<file path="src/rtl/hex_display_bank_if.sv">
// Switch/key side bundle for hex_display_bank: write request, target, data and
// the segment/pointer/status outputs. Master = board glue, slave = the bank.
interface hex_display_bank_if #(
   parameter int NUM_DISP = 6,
   parameter int SEL_W    = 3
);
   logic                  WR_N;
   logic [SEL_W-1:0]      SEL;
   logic [6:0]            DATA;
   logic                  MODE;
   logic                  AUTO_INC;
   logic [NUM_DISP*7-1:0] HEX;
   logic [SEL_W-1:0]      CUR_SEL;
   logic                  WR_DONE;

   modport master (
      output WR_N, SEL, DATA, MODE, AUTO_INC,
      input  HEX, CUR_SEL, WR_DONE
   );

   modport slave (
      input  WR_N, SEL, DATA, MODE, AUTO_INC,
      output HEX, CUR_SEL, WR_DONE
   );
endinterface

</file>
<file path="src/rtl/hex_display_bank.sv">
// Bank of NUM_DISP seven-segment registers written one per WR_N press, raw or hex-decoded.
// Define HEX_BLINK_EN to blink the display at the auto-increment pointer at BLINK_HZ.
module hex_display_bank #(
   parameter int NUM_DISP = 6,
   parameter int SEL_W    = 3,
   parameter int CLK_HZ   = 50_000_000,
   parameter int BLINK_HZ = 2
) (
   input logic               CLOCK_50,
   input logic               RESET,
   hex_display_bank_if.slave bus
);

   localparam logic [SEL_W:0]   NUM_DISP_W = (SEL_W+1)'(NUM_DISP);
   localparam logic [SEL_W-1:0] LAST_IDX   = SEL_W'(NUM_DISP - 1);

   if (NUM_DISP < 1 || NUM_DISP > 8 || (1 << SEL_W) < NUM_DISP ||
       BLINK_HZ < 1 || CLK_HZ < 2*BLINK_HZ) begin : g_bad_param
      $error("hex_display_bank: illegal parameter combination");
   end

   function automatic logic [6:0] seg_decode(input logic [3:0] v);
      logic [6:0] s;
      case (v)
         4'h0: s = 7'h40;
         4'h1: s = 7'h79;
         4'h2: s = 7'h24;
         4'h3: s = 7'h30;
         4'h4: s = 7'h19;
         4'h5: s = 7'h12;
         4'h6: s = 7'h02;
         4'h7: s = 7'h78;
         4'h8: s = 7'h00;
         4'h9: s = 7'h10;
         4'hA: s = 7'h08;
         4'hB: s = 7'h03;
         4'hC: s = 7'h46;
         4'hD: s = 7'h21;
         4'hE: s = 7'h06;
         default: s = 7'h0E;
      endcase
      return s;
   endfunction

   logic             s1_q, s2_q, s3_q;
   logic             r1_q, r2_q;
   logic [6:0]       digit_q [NUM_DISP];
   logic [6:0]       digit_d [NUM_DISP];
   logic [SEL_W-1:0] ptr_q, ptr_d;
   logic             wr_done_q, wr_done_d;
   logic             wr_event;
   logic             accept;
   logic [SEL_W-1:0] target;
   logic [6:0]       wr_val;

   // r1/r2 mark when s2 holds a genuine WR_N sample; until then the history flop
   // stays 0, so a button still held low across reset cannot produce a write.
   always_ff @(posedge CLOCK_50 or posedge RESET) begin
      if (RESET) begin
         s1_q <= 1'b1;
         s2_q <= 1'b1;
         s3_q <= 1'b0;
         r1_q <= 1'b0;
         r2_q <= 1'b0;
      end else begin
         s1_q <= bus.WR_N;
         s2_q <= s1_q;
         s3_q <= s2_q & r2_q;
         r1_q <= 1'b1;
         r2_q <= r1_q;
      end
   end

   assign wr_event = ~s2_q & s3_q;
   assign target   = bus.AUTO_INC ? ptr_q : bus.SEL;
   assign accept   = wr_event && ({1'b0, target} < NUM_DISP_W);
   assign wr_val   = bus.MODE ? seg_decode(bus.DATA[3:0]) : bus.DATA;

   always_comb begin
      digit_d   = digit_q;
      ptr_d     = ptr_q;
      wr_done_d = 1'b0;
      if (accept) begin
         for (int d = 0; d < NUM_DISP; d++) begin
            if (target == SEL_W'(d)) digit_d[d] = wr_val;
         end
         ptr_d     = (target == LAST_IDX) ? '0 : target + 1'b1;
         wr_done_d = 1'b1;
      end
   end

   always_ff @(posedge CLOCK_50 or posedge RESET) begin
      if (RESET) begin
         for (int d = 0; d < NUM_DISP; d++) digit_q[d] <= 7'h7F;
         ptr_q     <= '0;
         wr_done_q <= 1'b0;
      end else begin
         digit_q   <= digit_d;
         ptr_q     <= ptr_d;
         wr_done_q <= wr_done_d;
      end
   end

`ifdef HEX_BLINK_EN
   localparam int               PRESC_N    = CLK_HZ / (2*BLINK_HZ);
   localparam int               PRESC_W    = (PRESC_N > 1) ? $clog2(PRESC_N) : 1;
   localparam logic [PRESC_W-1:0] PRESC_LAST = PRESC_W'(PRESC_N - 1);

   logic [PRESC_W-1:0] presc_q, presc_d;
   logic               phase_q, phase_d;

   // A write restarts the half-period so the new cursor is visible at once.
   always_comb begin
      presc_d = presc_q + 1'b1;
      phase_d = phase_q;
      if (accept) begin
         presc_d = '0;
         phase_d = 1'b0;
      end else if (presc_q == PRESC_LAST) begin
         presc_d = '0;
         phase_d = ~phase_q;
      end
   end

   always_ff @(posedge CLOCK_50 or posedge RESET) begin
      if (RESET) begin
         presc_q <= '0;
         phase_q <= 1'b0;
      end else begin
         presc_q <= presc_d;
         phase_q <= phase_d;
      end
   end
`endif

   logic [NUM_DISP*7-1:0] hex_w;

   always_comb begin
      hex_w = '0;
      for (int d = 0; d < NUM_DISP; d++) begin
`ifdef HEX_BLINK_EN
         hex_w[7*d +: 7] = (phase_q && ptr_q == SEL_W'(d)) ? 7'h7F : digit_q[d];
`else
         hex_w[7*d +: 7] = digit_q[d];
`endif
      end
   end

   assign bus.HEX     = hex_w;
   assign bus.CUR_SEL = ptr_q;
   assign bus.WR_DONE = wr_done_q;

endmodule

</file>
<file path="src/flat_wrapper.sv">
// flat-port wrapper written by rule: the top's interface ports become plain ports
module hex_display_bank_flat 
#(
   parameter int NUM_DISP = 6,
   parameter int SEL_W    = 3,
   parameter int CLK_HZ   = 50_000_000,
   parameter int BLINK_HZ = 2
)
  (CLOCK_50, RESET, bus_WR_N, bus_SEL, bus_DATA, bus_MODE, bus_AUTO_INC, bus_HEX, bus_CUR_SEL, bus_WR_DONE);
  hex_display_bank_if #(.NUM_DISP(NUM_DISP), .SEL_W(SEL_W)) bus_i ();
  input logic CLOCK_50;
  input logic RESET;
  input wire logic [$bits(bus_i.WR_N)-1:0] bus_WR_N;
  input wire logic [$bits(bus_i.SEL)-1:0] bus_SEL;
  input wire logic [$bits(bus_i.DATA)-1:0] bus_DATA;
  input wire logic [$bits(bus_i.MODE)-1:0] bus_MODE;
  input wire logic [$bits(bus_i.AUTO_INC)-1:0] bus_AUTO_INC;
  output wire logic [$bits(bus_i.HEX)-1:0] bus_HEX;
  output wire logic [$bits(bus_i.CUR_SEL)-1:0] bus_CUR_SEL;
  output wire logic [$bits(bus_i.WR_DONE)-1:0] bus_WR_DONE;
  assign bus_i.WR_N = bus_WR_N;
  assign bus_i.SEL = bus_SEL;
  assign bus_i.DATA = bus_DATA;
  assign bus_i.MODE = bus_MODE;
  assign bus_i.AUTO_INC = bus_AUTO_INC;
  assign bus_HEX = bus_i.HEX;
  assign bus_CUR_SEL = bus_i.CUR_SEL;
  assign bus_WR_DONE = bus_i.WR_DONE;
  hex_display_bank #(.NUM_DISP(NUM_DISP), .SEL_W(SEL_W), .CLK_HZ(CLK_HZ), .BLINK_HZ(BLINK_HZ)) u_core (.CLOCK_50(CLOCK_50), .RESET(RESET), .bus(bus_i));
endmodule
</file>
<file path="config.mk">
export PLATFORM = sky130hd
export DESIGN_NAME = hex_display_bank_flat
export DESIGN_NICKNAME = d
export VERILOG_FILES = /design/src/rtl/hex_display_bank_if.sv /design/src/rtl/hex_display_bank.sv /design/src/flat_wrapper.sv
export SDC_FILE = /design/constraint.sdc
export NUM_CORES = 1
export LEC_CHECK = 0
export ABC_AREA = 1
export CAP_MARGIN = 5
export CELL_PAD_IN_SITES_DETAIL_PLACEMENT = 1
export CELL_PAD_IN_SITES_GLOBAL_PLACEMENT = 1
export CORE_UTILIZATION = 32
export DETAILED_ROUTE_END_ITERATION = 7
export GPL_TIMING_DRIVEN = 0
export PLACE_DENSITY = 0.83
export SYNTH_ARGS = -nofsm -noshare
export SYNTH_HDL_FRONTEND = slang
export SYNTH_SLANG_ARGS = --single-unit
</file>
<file path="constraint.sdc">
create_clock -name CLOCK_50 -period 1.6 [get_ports CLOCK_50]
set_clock_uncertainty 0.1 [all_clocks]
set_input_delay 0.4 -clock CLOCK_50 [delete_from_list [all_inputs] [get_ports CLOCK_50]]
set_output_delay 0.4 -clock CLOCK_50 [all_outputs]
set_load 0.1 [all_outputs]
</file>
==> results of run 1 <==
## registers in the layout, indices dropped and copies added, names as in the netlist
register	cells
u_core.bus.HEX	42
u_core.bus.CUR_SEL	3
u_core.bus.WR_DONE	1
u_core.r1_q	1
u_core.r2_q	1
u_core.s1_q	1
u_core.s2_q	1
u_core.s3_q	1
## placed cells by master (no fill, tap or decap), types with 5 or more instances in the layout
master / n
nand2_1: 168
dfstp_2: 44
buf_8: 23
buf_6: 17
nand2_2: 12
inv_1: 11
nor2_4: 10
buf_4: 10
nor2_1: 10
inv_2: 7
nand3_1: 7
ha_1: 7
clkdlybuf4s50_1: 6
clkbuf_8: 5
## logic make-up (layout without fill, tap and decap cells)
group | count (synthesis) | in the layout | synth area share
flip-flops | 51 | 51 | 0.5368
adder cells (fa/ha/maj) | 8 | 8 | 0.04036
buffers and inverters | 23 | 97 | 0.03683
AND/OR/NAND/NOR | 217 | 217 | 0.3734
AO/OA/AOI/OAI | 5 | 5 | 0.01110
other | 1 | 1 | 0.001512
## per-layer routing
metal / track usage / vias to the layer above / part of all wire
li1: - / 1070 / -
met1: 0.2358 / 1096 / 0.46
met2: 0.3022 / 51 / 0.49
met3: 0.03384 / 6 / 0.042
met4: 0.03226 / 0 / 0.0070
met5: 0 / - / 0
## area by class of cell
cell class	count	area [sq um]	share of cell area
Sequential cell	51	1343	0.3722
Timing Repair Buffer	65	785.8	0.2178
Timing Repair inverter	1	5.005	0.001387
Tap cell	99	123.9	0.03434
Clock buffer	6	72.57	0.02012
Clock inverter	2	37.54	0.01041
Multi-Input combinational cell	231	1140	0.3160
Buffer	2	12.51	0.003469
Inverter	21	87.58	0.02428
## through the flow
stage	hold slack, ps	std cells	instance area [sq um]	setup TNS, ps	worst slack (ps)
3_3_place_gp	231.4	462	3202	-54930	-924.0
5_1_grt	266.9	478	3607	-19.64	-9.553
2_1_floorplan	231.2	305	2497	0	2.622
6_report	260.1	478	3607	0	14.61
3_5_place_dp	245.1	462	3202	-58410	-951.7
4_1_cts	265.5	472	3423	0	0.7372
## final timing paths
check	slack, ps	endpoint
setup reg to reg	60	u_core.bus.HEX[13]
min in group asynchronous	540	u_core.r1_q
hold reg to reg	260	u_core.r2_q
setup / recovery	10	bus_HEX[31]
max in group asynchronous	220	u_core.bus.HEX[23]
hold / removal	260	u_core.r2_q
## where the power goes
group          internal [W]  leakage (nW)  switching [W]
registers           0.00191         0.542       0.000341
clock network      0.000467        0.0514       0.000426
logic               0.00110          1.16        0.00323
total               0.00348          1.75        0.00400
## timing repair
| item | 4_1_cts | 5_1_grt |
|---|---|---|
| resized for setup | 345 | 41 |
| pin swaps | 7 | 9 |
| cloned | 0 | 1 |
| endpoints found under the setup margin | 90 | 68 |
| buffers inserted | 2 | 5 |
==> metrics.md, run 1 <==
| Metric | Value |
|---|---|
| Status | finished clean |
| Total GRT Usage | 0.1773 |
| Hold Crit Start | u_core.r1_q |
| Crit path capture type | output pin |
| Ports | 61 |
| Syn Nets | 328 |
| CTS tree | yes |
| Core footprint | 0.007370 sq mm |
| Final Net Count | between 400 and 500 |
| Total Routed Length | 7301 um |
| Fill cells | ~880 |
| Max cap viols | 0 |
| Cell Pwr Density | 2074 mW/mm^2 |
| Worst Max-Slew Pin Slew | between 1000 and 1500 ps |
| Kind of critical path | flop to output pin |
| Pre-antenna DRT Iters | 4 |
| Async S/R FF share, synth | 1.000 |
| Max-slew violation count | 0 |
| Number of CTS-inserted buffers | 5 |
| Hold crit path type | flop to flop |
| Per-cell routed wire length | 15.27 um |
| Dominant cells by area after synthesis | dfstp_2 (47%), nand2_1 (27%), dfrtp_1 (7.1%), ha_1 (4.0%), nor2_4 (2.7%) |
| Root Buffer | clkbuf_8 |
| Post-Syn Area | around 0.0025 sq mm |
| FP Rows | 31 |
| First-pass GRT wire length | roughly 11,000 um |
| Placer Congestion | about 0.8 |
| Post-CTS Hold Fix Bufs | 0 |
| Yosys warning count | 0 |
| Core Util, Final | 0.4895 |
| Die Area | 0.008105 sq mm |
| Flops & latches, synth | about 50 |
| Worst setup SP type | flop |
| Cells along the critical path | buf_8 |
| CP peak stage delay | slightly below 600 ps |
| Most frequent cell after synthesis | nand2_1 |
| ANT nets after route | 0 |
| # setup viols final | 0 |
| Clk buf depth | 2 |
| Rel. slew slack | 0.2164 |
| Sequential element share of the synthesized area | 0.5368 |
| Hold depth | 0 |
| CTS Sinks | 51 |
| Dpl hpwl | 4807 um |
| Overall Power | 0.007480 W |
| FF-to-FF path depth | 9 |
| CTS HTree Levels | 2 |
| Worst Path Buf+Inv | 1 |
| Initial core utilization | 0.3365 |
| Width of the die | 90.03 um |
| Data arrival, critical path | 1090 ps |
| Synth top cells by count | nand2_1 (178), dfstp_2 (44), inv_1 (15) |
| Avg Cell Area, Syn | 8.131 sq um |
| Ratio of cells with drive above 1 in the final layout | 0.4063 |
| Crit path launch | u_core.bus.HEX[31] |
| Worst skew pair latency | 300 ps |
| Fmax | 630.8 MHz |
| Critical Path Stages | 1 |
| DRC errors left | 0 |
| Critical path's top delay family | flip-flops |
| Total vias in the final route | approximately 2,200 |
| Area Growth Syn to Fin | 45.46% |
| Initial antenna violation count | 0 |
| PortBufs | 58 |
| Post-synth top area share | 0.4662 |
| Top FF cell, synth | dfstp_2 |
| Grt total ovfl | 0 |
| Vias per cell | 4.651 |
| Number of diodes | 0 |
| Worst-path maximum fanout | 2 |
| Final count of hold timing violations | 0 |
| Unique cell type count in the Yosys netlist | 21 |
| Cell taking the most area after synthesis | dfstp_2 |
| Fin crit period | 1585 ps |
| Worst vdd ir | between 0.001 and 0.0015 V |
| Final period util | 0.9909 |
| Leakage | 1.754 nW |
| Clock transition at path regs | around 100 ps |
| Crit Reg-Reg Startpoint | u_core.bus.CUR_SEL[1] |
| Worst path slowest cell | dfstp_2 |
| Req. time, crit path | 1100 ps |
| Post-Synthesis Cells | 305 |
| Largest net degree at the start of global routing | 52 |
| EDFF count, synth | 0 |
| Vias in the first global route | 2,304 |
| Die Y | 90.03 um |
| DRT iter0 DRCs | 71 |
No activity file was read; power rests on OpenSTA's default activity.
==> inputs of run 2 (changes only) <==
==> constraint.sdc (replaced) <==
create_clock -name CLOCK_50 -period 1.6 [get_ports CLOCK_50]
set_clock_uncertainty 0.1 [all_clocks]
set_input_delay 0.32 -clock CLOCK_50 [delete_from_list [all_inputs] [get_ports CLOCK_50]]
set_output_delay 0.32 -clock CLOCK_50 [all_outputs]
set_load 0.1 [all_outputs]
==> metrics.md, run 2 (synthesis gave the netlist of run 1 again) <==
| Metric | Value |
|---|---|
| Max cap viols | 0 (unchanged) |
| Commonest non-fill, non-tap cell in the layout | nand2_1 |
| Crit path capture type | output pin |
| Worst-path maximum fanout | 2 (unchanged) |
| Finished Layout Cells | 475 (-0.63%) |
| First-pass GRT wire length | 11,340 um (-1.1%) |
| Worst setup SP type | flop |
| PortBufs | 58 (unchanged) |
| Status | finished clean |
| Width of the die | 90.03 um (unchanged) |
| CTS HTree Levels | 2 (unchanged) |
| Critical path's top delay family | flip-flops |
| FP Rows | 31 (unchanged) |
| Setup TNS | 0 ps (unchanged) |
| Fin crit period | 1566 ps (-19.89 ps) |
| ANT nets after route | 0 (unchanged) |
| Fmax | 638.8 MHz (+1.3%) |
| Pre-antenna DRT Iters | 4 (unchanged) |
| Worst Max-Slew Pin Slew | 1055 ps (-114.1 ps) |
| Worst path slowest cell | dfstp_2 |
| Area Growth Syn to Fin | 33.96% |
| Total GRT Usage | 0.1749 (-0.002420) |
| Leakage | 1.672 nW (-4.7%) |
| Final period util | 0.9784 (-0.01243) |
| Placer Congestion | 0.8007 (unchanged) |
| # setup viols final | 0 (unchanged) |
| Req. time, crit path | 1180 ps (+80 ps) |
| Worst Path Buf+Inv | 1 (unchanged) |
| Max-slew violation count | 0 (unchanged) |
| DRT iter0 DRCs | 69 (-2.8%) |
| Clock transition at path regs | 100 ps (about the same) |
| Total Routed Length | 6974 um (-4.5%) |
| Vias in the first global route | 2,268 (-1.6%) |
| Hold crit path type | flop to flop |
| Vias per cell | 4.568 (-1.8%) |
| Post-CTS Hold Fix Bufs | 0 (unchanged) |
| Rel. slew slack | 0.2952 (+0.07885) |
| CP peak stage delay | 560 ps (-20 ps) |
| Clk buf depth | 2 (unchanged) |
| Most frequent cells in the layout | nand2_1 (168), buf_4 (46), dfstp_2 (44) |
| Cells along the critical path | buf_4 |
| Cell Pwr Density | 2096 mW/mm^2 (+1.1%) |
| Worst vdd ir | 0.001041 V (-0.52%) |
| Ports | 61 (unchanged) |
| Initial core utilization | 0.3365 (unchanged) |
| Grt total ovfl | 0 (unchanged) |
| Number of CTS-inserted buffers | 5 (unchanged) |
| Dpl hpwl | 4807 um (unchanged) |
| Data arrival, critical path | 1150 ps (+60 ps) |
| Final Net Count | 398 (-0.75%) |
| Die Y | 90.03 um (unchanged) |
| Final count of hold timing violations | 0 (unchanged) |
| DRC errors left | 0 (unchanged) |
| Placed cell count | 462 (unchanged) |
| Max reg flops | 42 (unchanged) |
| Worst skew pair latency | 300 ps (about the same) |
| Root Buffer | clkbuf_8 |
| Total vias in the final route | 2,170 (-2.4%) |
| Ratio of cells with drive above 1 in the final layout | 0.3989 (-0.007396) |
| Largest net degree at the start of global routing | 52 (unchanged) |
| CTS tree | yes |
| Per-cell routed wire length | 14.68 um (-3.9%) |
| CTS Sinks | 51 (unchanged) |
| Kind of critical path | flop to output pin |
| Number of diodes | 0 (unchanged) |
| Initial antenna violation count | 0 (unchanged) |
| Core footprint | 0.007370 sq mm (unchanged) |
| Die Area | 0.008105 sq mm (unchanged) |
[run 2: changes by cell type in the layout (fill, tap and decap cells not counted), moves of 2 or more]
cell and delta:
buf_6 -15, buf_12 -2, buf_8 -23, buf_4 +36
clkbuf_4 +2
[run 2: power by group]
| group | internal (W) | total, W | switching, W |
|---|---|---|---|
| Clock | 0.000467 | 0.000884 | 0.000417 |
| Combinational | 0.000723 | 0.00395 | 0.00322 |
| Sequential | 0.00190 | 0.00213 | 0.000238 |
| Total | 0.00309 | 0.00696 | 0.00388 |
[run 2: layer usage]
metal	global-route usage	vias to the layer above	wire (um)	share of wire
met2	0.2958	49	3454	0.50
met5	0	-	0	0
li1	-	1060	-	-
met3	0.03469	4	308	0.044
met1	0.2334	1057	3175	0.46
met4	0.03226	0	36	0.0052
[run 2: what timing repair did]
| action | CTS | global route |
|---|---|---|
| cloned | 0 | 0 |
| setup endpoints to repair | 90 | 35 |
| resized for setup | 293 | 16 |
| pin swaps | 3 | 8 |
| setup buffers | 0 | 5 |
[run 2: metrics by stage]
stage,power [W],hold slack [ps],setup slack (ps),cell area [sq um],util
detailed placement,0.006148,245.1,-871.7,3202,0.4345
finish,0.006964,260.1,34.50,3322,0.4508
floorplan,0.005285,224.5,2.622,2497,-
global placement,0.006099,231.4,-844.0,3202,0.4345
CTS,0.006958,265.5,5.998,3241,0.4397
global route,0.007241,264.7,-41.68,3322,0.4508
[run 2: worst paths after layout]
path,startpoint,end,slack (ps),depth (start not counted)
worst max register to register,u_core.bus.CUR_SEL[1],u_core.bus.HEX[41],80,6
worst min register to register,u_core.r1_q,u_core.r2_q,260,0
max in group asynchronous,RESET,u_core.bus.CUR_SEL[2],220,2
min in group asynchronous,RESET,u_core.bus.WR_DONE,510,2
worst max-delay path,u_core.bus.HEX[2],bus_HEX[2],30,1
worst min-delay path,u_core.r1_q,u_core.r2_q,260,0
[run 2: area by class of cell]
type,instances,area [sq um]
Fill cell,911,4048
Clock buffer,6,72.57
Clock inverter,2,37.54
Tap cell,99,123.9
Timing Repair Buffer,63,518.0
Sequential cell,51,1343
Buffer,2,12.51
Multi-Input combinational cell,231,1130
Inverter,21,85.08
